### src/rtl/instr_fetch_ctrl.sv
// Instruction fetch/decode controller: fetches from a synchronous-read imem, decodes fields,
// hands work to the ALU/register FSM, owns the PC, and guards completion with a watchdog.
module instr_fetch_ctrl #(
  parameter int PC_WIDTH    = 8,
  parameter int INSTR_WIDTH = 16,
  parameter int TIMEOUT     = 32
) (
  input  logic                   clk,
  input  logic                   reset,
  input  logic                   run,
  output logic [PC_WIDTH-1:0]    imem_addr,
  output logic                   imem_rd_en,
  input  logic [INSTR_WIDTH-1:0] imem_data,
  output logic                   exec_start,
  input  logic                   exec_done,
  input  logic                   pc_inc,
  output logic [3:0]             opcode,
  output logic [2:0]             rd_sel,
  output logic [2:0]             rs1_sel,
  output logic [2:0]             rs2_sel,
  output logic                   busy,
  output logic                   halted,
  output logic                   timeout_err,
  output logic [15:0]            instr_count
);

  localparam int                  WD_WIDTH = $clog2(TIMEOUT + 1);
  localparam logic [WD_WIDTH-1:0] WD_LAST  = WD_WIDTH'(TIMEOUT - 1);
  localparam logic [3:0]          OP_NOP   = 4'h0;
  localparam logic [3:0]          OP_HALT  = 4'hF;

  typedef enum logic [2:0] {
    S_IDLE,
    S_FETCH,
    S_LATCH,
    S_DECODE,
    S_ISSUE,
    S_WAIT_DONE,
    S_HALT
  } state_e;

  state_e                state_q, state_d;
  logic [PC_WIDTH-1:0]   pc_q, pc_d;
  logic [12:0]           ir_q, ir_d;        // instr[15:3]; the low three bits carry no field
  logic [WD_WIDTH-1:0]   wd_q, wd_d;
  logic                  pc_adv_q, pc_adv_d;
  logic                  timeout_err_q, timeout_err_d;
  logic [15:0]           count_q, count_d;

  logic                  unused_imem_bits;
  logic [3:0]            ir_opcode;

  assign ir_opcode        = ir_q[12:9];
  assign unused_imem_bits = ^imem_data;

  // State register
  always_ff @(posedge clk) begin
    // NOTE: non-blocking assignments so every flop samples the pre-edge values.
    if (!reset) begin
      state_q <= S_IDLE;
    end else begin
      state_q <= state_d;
    end
  end

  // Next-state logic
  always_comb begin
    state_d = state_q;
    case (state_q)
      S_IDLE:   if (run) state_d = S_FETCH;
      S_FETCH:  state_d = S_LATCH;
      S_LATCH:  state_d = S_DECODE;
      S_DECODE: begin
        if (ir_opcode == OP_HALT)     state_d = S_HALT;
        else if (ir_opcode == OP_NOP) state_d = run ? S_FETCH : S_IDLE;
        else                          state_d = S_ISSUE;
      end
      S_ISSUE:  state_d = S_WAIT_DONE;
      S_WAIT_DONE: begin
        if (exec_done)            state_d = run ? S_FETCH : S_IDLE;
        else if (wd_q == WD_LAST) state_d = S_HALT;
      end
      S_HALT:   state_d = S_HALT;
      default:  state_d = S_IDLE;
    endcase
  end

  // Datapath registers: PC, instruction register, watchdog, retire counter
  always_ff @(posedge clk) begin
    if (!reset) begin
      pc_q          <= '0;
      ir_q          <= '0;
      wd_q          <= '0;
      pc_adv_q      <= 1'b0;
      timeout_err_q <= 1'b0;
      count_q       <= '0;
    end else begin
      pc_q          <= pc_d;
      ir_q          <= ir_d;
      wd_q          <= wd_d;
      pc_adv_q      <= pc_adv_d;
      timeout_err_q <= timeout_err_d;
      count_q       <= count_d;
    end
  end

  always_comb begin
    // NOTE: every _d defaults to its _q first so no path through the case infers a latch.
    pc_d          = pc_q;
    ir_d          = ir_q;
    wd_d          = wd_q;
    pc_adv_d      = pc_adv_q;
    timeout_err_d = timeout_err_q;
    count_d       = count_q;
    case (state_q)
      S_LATCH: ir_d = imem_data[15:3];
      S_DECODE: begin
        if (ir_opcode == OP_NOP) begin
          pc_d    = pc_q + PC_WIDTH'(1);
          count_d = count_q + 16'd1;
        end
      end
      S_ISSUE: begin
        wd_d     = '0;
        pc_adv_d = 1'b0;
      end
      S_WAIT_DONE: begin
        wd_d = wd_q + WD_WIDTH'(1);
        // Retire wins over expiry; pc_inc and exec_done together still advance the PC once.
        if (exec_done) begin
          if (!pc_adv_q) pc_d = pc_q + PC_WIDTH'(1);
          count_d = count_q + 16'd1;
        end else if (wd_q == WD_LAST) begin
          timeout_err_d = 1'b1;
        end else if (pc_inc && !pc_adv_q) begin
          pc_d     = pc_q + PC_WIDTH'(1);
          pc_adv_d = 1'b1;
        end
      end
      default: ;
    endcase
  end

  // Outputs: decoded from the registered state or driven straight from flops
  always_comb begin
    imem_addr   = pc_q;
    imem_rd_en  = (state_q == S_FETCH);
    exec_start  = (state_q == S_ISSUE);
    busy        = (state_q != S_IDLE) && (state_q != S_HALT);
    halted      = (state_q == S_HALT);
    timeout_err = timeout_err_q;
    instr_count = count_q;
    opcode      = ir_q[12:9];
    rd_sel      = ir_q[8:6];
    rs1_sel     = ir_q[5:3];
    rs2_sel     = ir_q[2:0];
  end

endmodule

### config.mk
export PLATFORM = sky130hd
export DESIGN_NAME = instr_fetch_ctrl
export DESIGN_NICKNAME = d
export VERILOG_FILES = /design/src/rtl/instr_fetch_ctrl.sv
export SDC_FILE = /design/constraint.sdc
export NUM_CORES = 1
export LEC_CHECK = 0
export CAP_MARGIN = 15
export CORE_MARGIN = 4
export CORE_UTILIZATION = 45
export CTS_BUF_LIST = sky130_fd_sc_hd__clkbuf_8
export CTS_CLUSTER_DIAMETER = 60
export DETAILED_ROUTE_END_ITERATION = 10
export GPL_ROUTABILITY_DRIVEN = 0
export GPL_TIMING_DRIVEN = 0
export PLACE_DENSITY = 0.86
export SLEW_MARGIN = 20
export SYNTH_ARGS = -nofsm -noshare
export SYNTH_HDL_FRONTEND = slang
export SYNTH_SLANG_ARGS = --single-unit
export TNS_END_PERCENT = 20
### constraint.sdc
create_clock -name clk -period 2.5 [get_ports clk]
set_clock_uncertainty 0.05 [all_clocks]
set_input_delay 0.625 -clock clk [delete_from_list [all_inputs] [get_ports clk]]
set_output_delay 0.625 -clock clk [all_outputs]
set_load 0.01 [all_outputs]
Word-level counts from Yosys, hierarchy flattened
Index checks and enable logic that the tools add are counted.
{ "totals": {"ff_bits": 48, "input_bits": 21, "output_inout_bits": 42, "wordCells": 64} }
{ "classes": {"add_sub_neg": 3, "n_eq_ne": 19, "n_mux": 21, "bitwise_logic": 1, "n_reduce_logical": 13} }
{ "ops": {"columns": ["cell", "n"], "rows": [
  ["$mux W8", 5],
  ["$mux W16", 2],
  ["$pmux W16 S2", 1],
  ["$pmux W3 S7", 1],
  ["$add A16 B1 Y16 const B", 1],
  ["$pmux W8 S2", 1],
  ["$mux W3", 5],
  ["$ne A3 B3 Y1 const B", 5],
  ["$ne A2 B2 Y1 const B", 6],
  ["$pmux W6 S2", 1],
  ["$eq A3 B3 Y1 const B", 3],
  ["$add A8 B1 Y8 const B", 1],
  ["$add A6 B1 Y6 const B", 1],
  ["$eq A3 B2 Y1 const B", 2],
  ["$eq A6 B5 Y1 const B", 1],
  ["$reduce_and A3 Y1", 2],
  ["$reduce_and A5 Y1", 1],
  ["$eq A4 B4 Y1 const B", 1],
  ["$logic_not A4 Y1", 1],
  ["$mux W1", 4],
  ["$reduce_and A4 Y1", 1],
  ["$reduce_bool A2 Y1", 2],
  ["$eq A3 B1 Y1 const B", 1],
  ["$logic_not A3 Y1", 1],
  ["6 further kinds", 7]
]} }

Longest topological paths before layout
Gate-level depths: netlist of the first run.
{ "logic_depth": {"word_depth": 6, "ltp_mapped": 7} }

Worst setup path after synthesis of the first run
Ideal clock, no wire load.
{ "synth_path": {"path_kind": "register to register", "startpoint": "register wd_q[0]", "endpoint": "register pc_q[5], in the netlist imem_addr[5]", "arrival_ns": 1.771, "t_required_ns": 2.380, "path_slack_ns": 0.608, "stages_incl_launch_ff": 7, "n_path_buf": 0, "cell_sequence": "dfxtp_1 ha_1 nand3_1 nor4b_2 o41a_1 or4_1 a21oi_1"} }
{ "synth_via": {"elab_chain_cells": 3} }
{ "synth_rtl": {"columns": ["element", "line_no", "text"], "rows": [
  ["start, declared", "45", "logic [WD_WIDTH-1:0] wd_q, wd_d;"],
  ["start signal, assigned", "100", "wd_q <= wd_d;"],
  ["$eq A6 B5 Y1", "133", "end else if (wd_q == WD_LAST) begin"],
  ["$ne A3 B3 Y1 (no line)", null, null],
  ["$reduce_and A5 Y1 (no line)", null, null],
  ["end signal, assigned", "98", "pc_q <= pc_d;"],
  ["end, declared", "43", "logic [PC_WIDTH-1:0] pc_q, pc_d;"]
]} }
No other way between the ends.
A chain may end at the register's enable or synchronous reset.

Worst setup path after layout of the first run
{ "layout_path": {"startpoint": "register state_q[2]", "endpoint": "output busy"} }
{ "layout_via": {"elab_chain_cells": 2, "word_cells_on_any_way": 3} }
{ "layout_rtl": {"columns": ["element", "line_no", "text"], "rows": [
  ["start, declared", "42", "state_e state_q, state_d;"],
  ["start signal, assigned", "62", "state_q <= state_d;"],
  ["$ne A3 B3 Y1 or $reduce_bool A3 Y1 (tied branches)", "149", "busy = (state_q != S_IDLE) && (state_q != S_HALT);"],
  ["$logic_and A1 B1 Y1 (*)", "149", null],
  ["end, declared", "21", "output logic busy,"]
]} }
Every way passes the cells marked *; elsewhere a longest branch is shown, timed or not.

==> results of run 1 <==
## worst min-delay path, cell delays in order (launching register included)
cell                      delay, ps
sky130_fd_sc_hd__dfxtp_1        320
sky130_fd_sc_hd__nand2_1         50
sky130_fd_sc_hd__a21oi_1         50
## placed cells by master (no fill, tap or decap), drive strengths merged, types with 2 or more instances in the layout
cell | netlist | routed
xor2 | 4 | 4
clkdlybuf4s50 | 0 | 58
nor3 | 8 | 8
inv | 3 | 4
or3 | 7 | 7
xnor2 | 10 | 10
nor3b | 3 | 3
nor4b | 3 | 3
nor2b | 4 | 4
a22oi | 2 | 2
ha | 3 | 3
nand2b | 2 | 2
dfxtp | 48 | 48
o21a | 2 | 2
o31ai | 2 | 2
a21oi | 28 | 28
o21ai | 11 | 11
buf | 4 | 4
clkbuf | 8 | 11
nor4 | 5 | 5
nor2 | 29 | 29
nand4 | 2 | 2
nand3 | 11 | 11
nand2 | 45 | 45
or4 | 3 | 3
## area by class of cell
cell class,count,area (um^2)
buffer,10,57.6
clock buffer,5,68.8
clock inverter,2,8.76
fill,419,1780
inverter,3,11.3
multi-input combinational,200,1160
sequential,48,965
tap,67,83.8
timing repair buffer,59,593
## metal layers
metal	wire length, um	track usage
met4	96	0.0747
met1	2300	0.219
met3	166	0.0360
met5	0	0
met2	2560	0.309
## final timing paths
| path | start | end | slack (ps) |
|---|---|---|---|
| max | state_q[2]$_SDFFE_PN0P_ | busy | 100 |
| min reg2reg | ir_q[7]$_SDFFE_PN0N_ | ir_q[7]$_SDFFE_PN0N_ | 410 |
| max reg2reg | wd_q[0]$_SDFFE_PN0P_ | imem_addr[7]$_SDFFE_PN0P_ | 350 |
| min | ir_q[7]$_SDFFE_PN0N_ | ir_q[7]$_SDFFE_PN0N_ | 410 |
## sequential cells by signal (all words and copies together) (netlist names)
| name | count |
|---|---|
| instr_count | 16 |
| ir_q | 13 |
| imem_addr | 8 |
| wd_q | 6 |
| state_q | 3 |
| pc_adv_q | 1 |
| timeout_err | 1 |
## kinds of logic (layout without fill, tap and decap cells)
| family | Yosys count | count (layout) |
|---|---|---|
| xor+xnor | 14 | 14 |
| flops | 48 | 48 |
| compound gates | 51 | 51 |
| buf+inv | 15 | 79 |
| simple gates | 131 | 131 |
| mux | 1 | 1 |
| fa+ha+maj | 3 | 3 |
## power by group through the flow
stage	Combinational [mW]	Sequential (mW)	Clock (mW)
5_1_grt	0.220	0.802	0.485
6_report	0.202	0.798	0.436
4_1_cts	0.203	0.799	0.447
2_1_floorplan	0.101	0.822	0
3_3_place_gp	0.200	0.816	0
3_5_place_dp	0.203	0.817	0
## per-stage QoR
step / TNS [ps] / instance area [um^2] / setup WS, ps
after floorplan: 0 / 2190 / 608
after global placement: -767 / 2860 / -131
after detailed placement: -819 / 2860 / -138
after CTS: 0 / 2940 / 44.4
after global routing: 0 / 2950 / 23.8
final: 0 / 2950 / 103
==> key figures, run 1 <==
Floorplanning
  – Row Count: 25
  – DIE AREA: 6040 um^2
  – Die Ht: 77.7 um
  – Die outline width: 77.7 um
  – Core footprint: 4720 um^2
  – Count of boundary I/O pins: 63
  – Starting utilization of the core area: 0.463

Yosys
  – Top cell type by total area after synthesis: sky130_fd_sc_hd__dfxtp_1
  – Number of instances in the synthesized netlist: 263
  – #FFs+latches synth: 48
  – Most frequent cells after synthesis: sky130_fd_sc_hd__dfxtp_1 (48), sky130_fd_sc_hd__nand2_1 (45), sky130_fd_sc_hd__nor2_1 (29)
  – Number of enable-type register cells in the synthesized netlist: 0
  – Simple-gate area share of the yosys netlist: 0.312
  – Fraction of synthesized area in multiplexers: 0.00457
  – Compound-Gate Fraction of Synth Area: 0.136
  – Synthesis warning total: 0
  – Adder and majority gate portion of the synthesized area: 0.0172
  – Commonest register cell after synthesis: sky130_fd_sc_hd__dfxtp_1
  – Synth Cell Area: 2190 um^2
  – Syn Area/Cell: 8.32 um^2
  – Combinational family with the most area after synthesis: simple AND/OR/NAND/NOR gates
  – Synth cell types: 46
  – Cell types with the largest area share after synthesis: sky130_fd_sc_hd__dfxtp_1 (44%), sky130_fd_sc_hd__nand2_1 (7.7%), sky130_fd_sc_hd__a21oi_1 (6.4%), sky130_fd_sc_hd__nor2_1 (5.0%), sky130_fd_sc_hd__xnor2_1 (4.0%)
  – Top-area cell type share of the netlist area: 0.439
  – Share of synthesized flip-flops with an asynchronous set or reset: 0
  – Register area share after synthesis: 0.439
  – Post-synth net total: 287
  – Xor-xnor portion of the synthesized cell area: 0.0560
  – Cell with the most instances after synthesis: sky130_fd_sc_hd__dfxtp_1

CTS
  – Count of hold-fix buffers inserted at cts: 0
  – Clock Path Buffers: 2
  – Cts repair resizes: 4
  – CTS buffer count: 5
  – Cell at the root of the clock tree: sky130_fd_sc_hd__clkbuf_8
  – H-Tree Depth: 2
  – CTS clk-pin slew, worst paths: 80 ps
  – Setup bufs post-CTS: 0
  – Clock tree from TritonCTS: built
  – Worst-Skew Late Latency: 300 ps
  – Sink count of the clock tree: 48

STA
  – Worst max-slew margin expressed relative to the limit: 0.656
  – Slew Viols, Final: 0
  – Final critical delay including setup and external delays: 2400 ps
  – Final hold slack: 407 ps
  – Total setup violations reported at the end of the flow: 0
  – Actual slew at the worst max-slew pin: 516 ps
  – Number of endpoints with negative hold slack in the final report: 0
  – Highest achievable clock rate: 0.417 GHz
  – RSZ-0062 raised after global routing: false
  – Ratio of final minimum period to clock period: 0.959

Setup path
  – Gate family responsible for the most delay along the worst path: buffers and inverters
  – Biggest fanout along the worst timing path: 8
  – Type of element launching the critical path: flop
  – Data required, critical path: 1820 ps
  – Critical path arrival: 1720 ps
  – Worst-path cell chain: inv_1, nor2_1, or3_1, clkdlybuf4s50_1
  – WP depth: 4
  – Slowest Stage Delay on Critical Path: 490 ps
  – Path type of the worst setup path: reg -> out
  – Highest-delay cell along the critical path: sky130_fd_sc_hd__clkdlybuf4s50_1
  – Worst reg2reg path depth: 7
  – Count of buffering cells on the critical path with inverters included: 2
  – Worst setup EP type: output pin

Global routing
  – Global-route wire length before repair: 8850 um
  – Via count of the first global-routing pass: 1947
  – Overflow left after global routing: 0
  – Maximum number of pins on one net before global-route repair: 20
  – Initial antenna violation count: 0
  – GRT Overall Usage: 0.180

Flow run
  – Max-cap violations: 0

Power and ir drop
  – Net switching power: 366 uW
  – Maximum ir drop on the vdd rail: 340 uV
  – Total internal power: 1.07 mW
  – Combinational group share of total power: 0.140
  – PD cells: 487 nW/um^2
  – Overall power of the completed layout: 1.44 mW
  – Part of the power in registers: 0.556
  – Standby leakage power: 1.02 nW
  – Clk pwr share: 0.304
  – Switching portion of total power: 0.255

Outcome
  – Outcome: finished clean

Final layout
  – Non-filler cells, final: 394
  – Layout cells sized above 1: 0.0612
  – Post-layout utilization of the core: 0.624
  – Synth-to-Final Area Change: 34.6%
  – Layout Nets: 351
  – Final antenna diode count: 0

Route
  – Routed wirelength normalized by instance count: 13.0 um
  – Drt first pass iters: 4
  – Final WL: 5120 um
  – Number of design-rule violations left by the first detailed-router iteration: 126
  – DRC violations left: 0
  – Antenna Nets Post-Route: 0
  – Detail-routed via count per cell: 5.11
  – Via Count: 2012

Hold path
  – HP Class: reg -> reg
  – Hold Crit Depth: 2

Place
  – Count of buffers from port buffering: 59
  – Cell count after placement: 389
  – Detailed placement HPWL: 3750 um
No activity file was read; power rests on OpenSTA's default activity.
==> inputs of run 2 (changes only) <==
- CTS_CLUSTER_DIAMETER: 60 -> 200
- SKIP_LAST_GASP: not set -> 1
==> results of run 2 <==
No change in the layout: final DEF, timing and power equal those of run 1.
Among the figures that moved: number of gates resized after CTS 4 -> 2
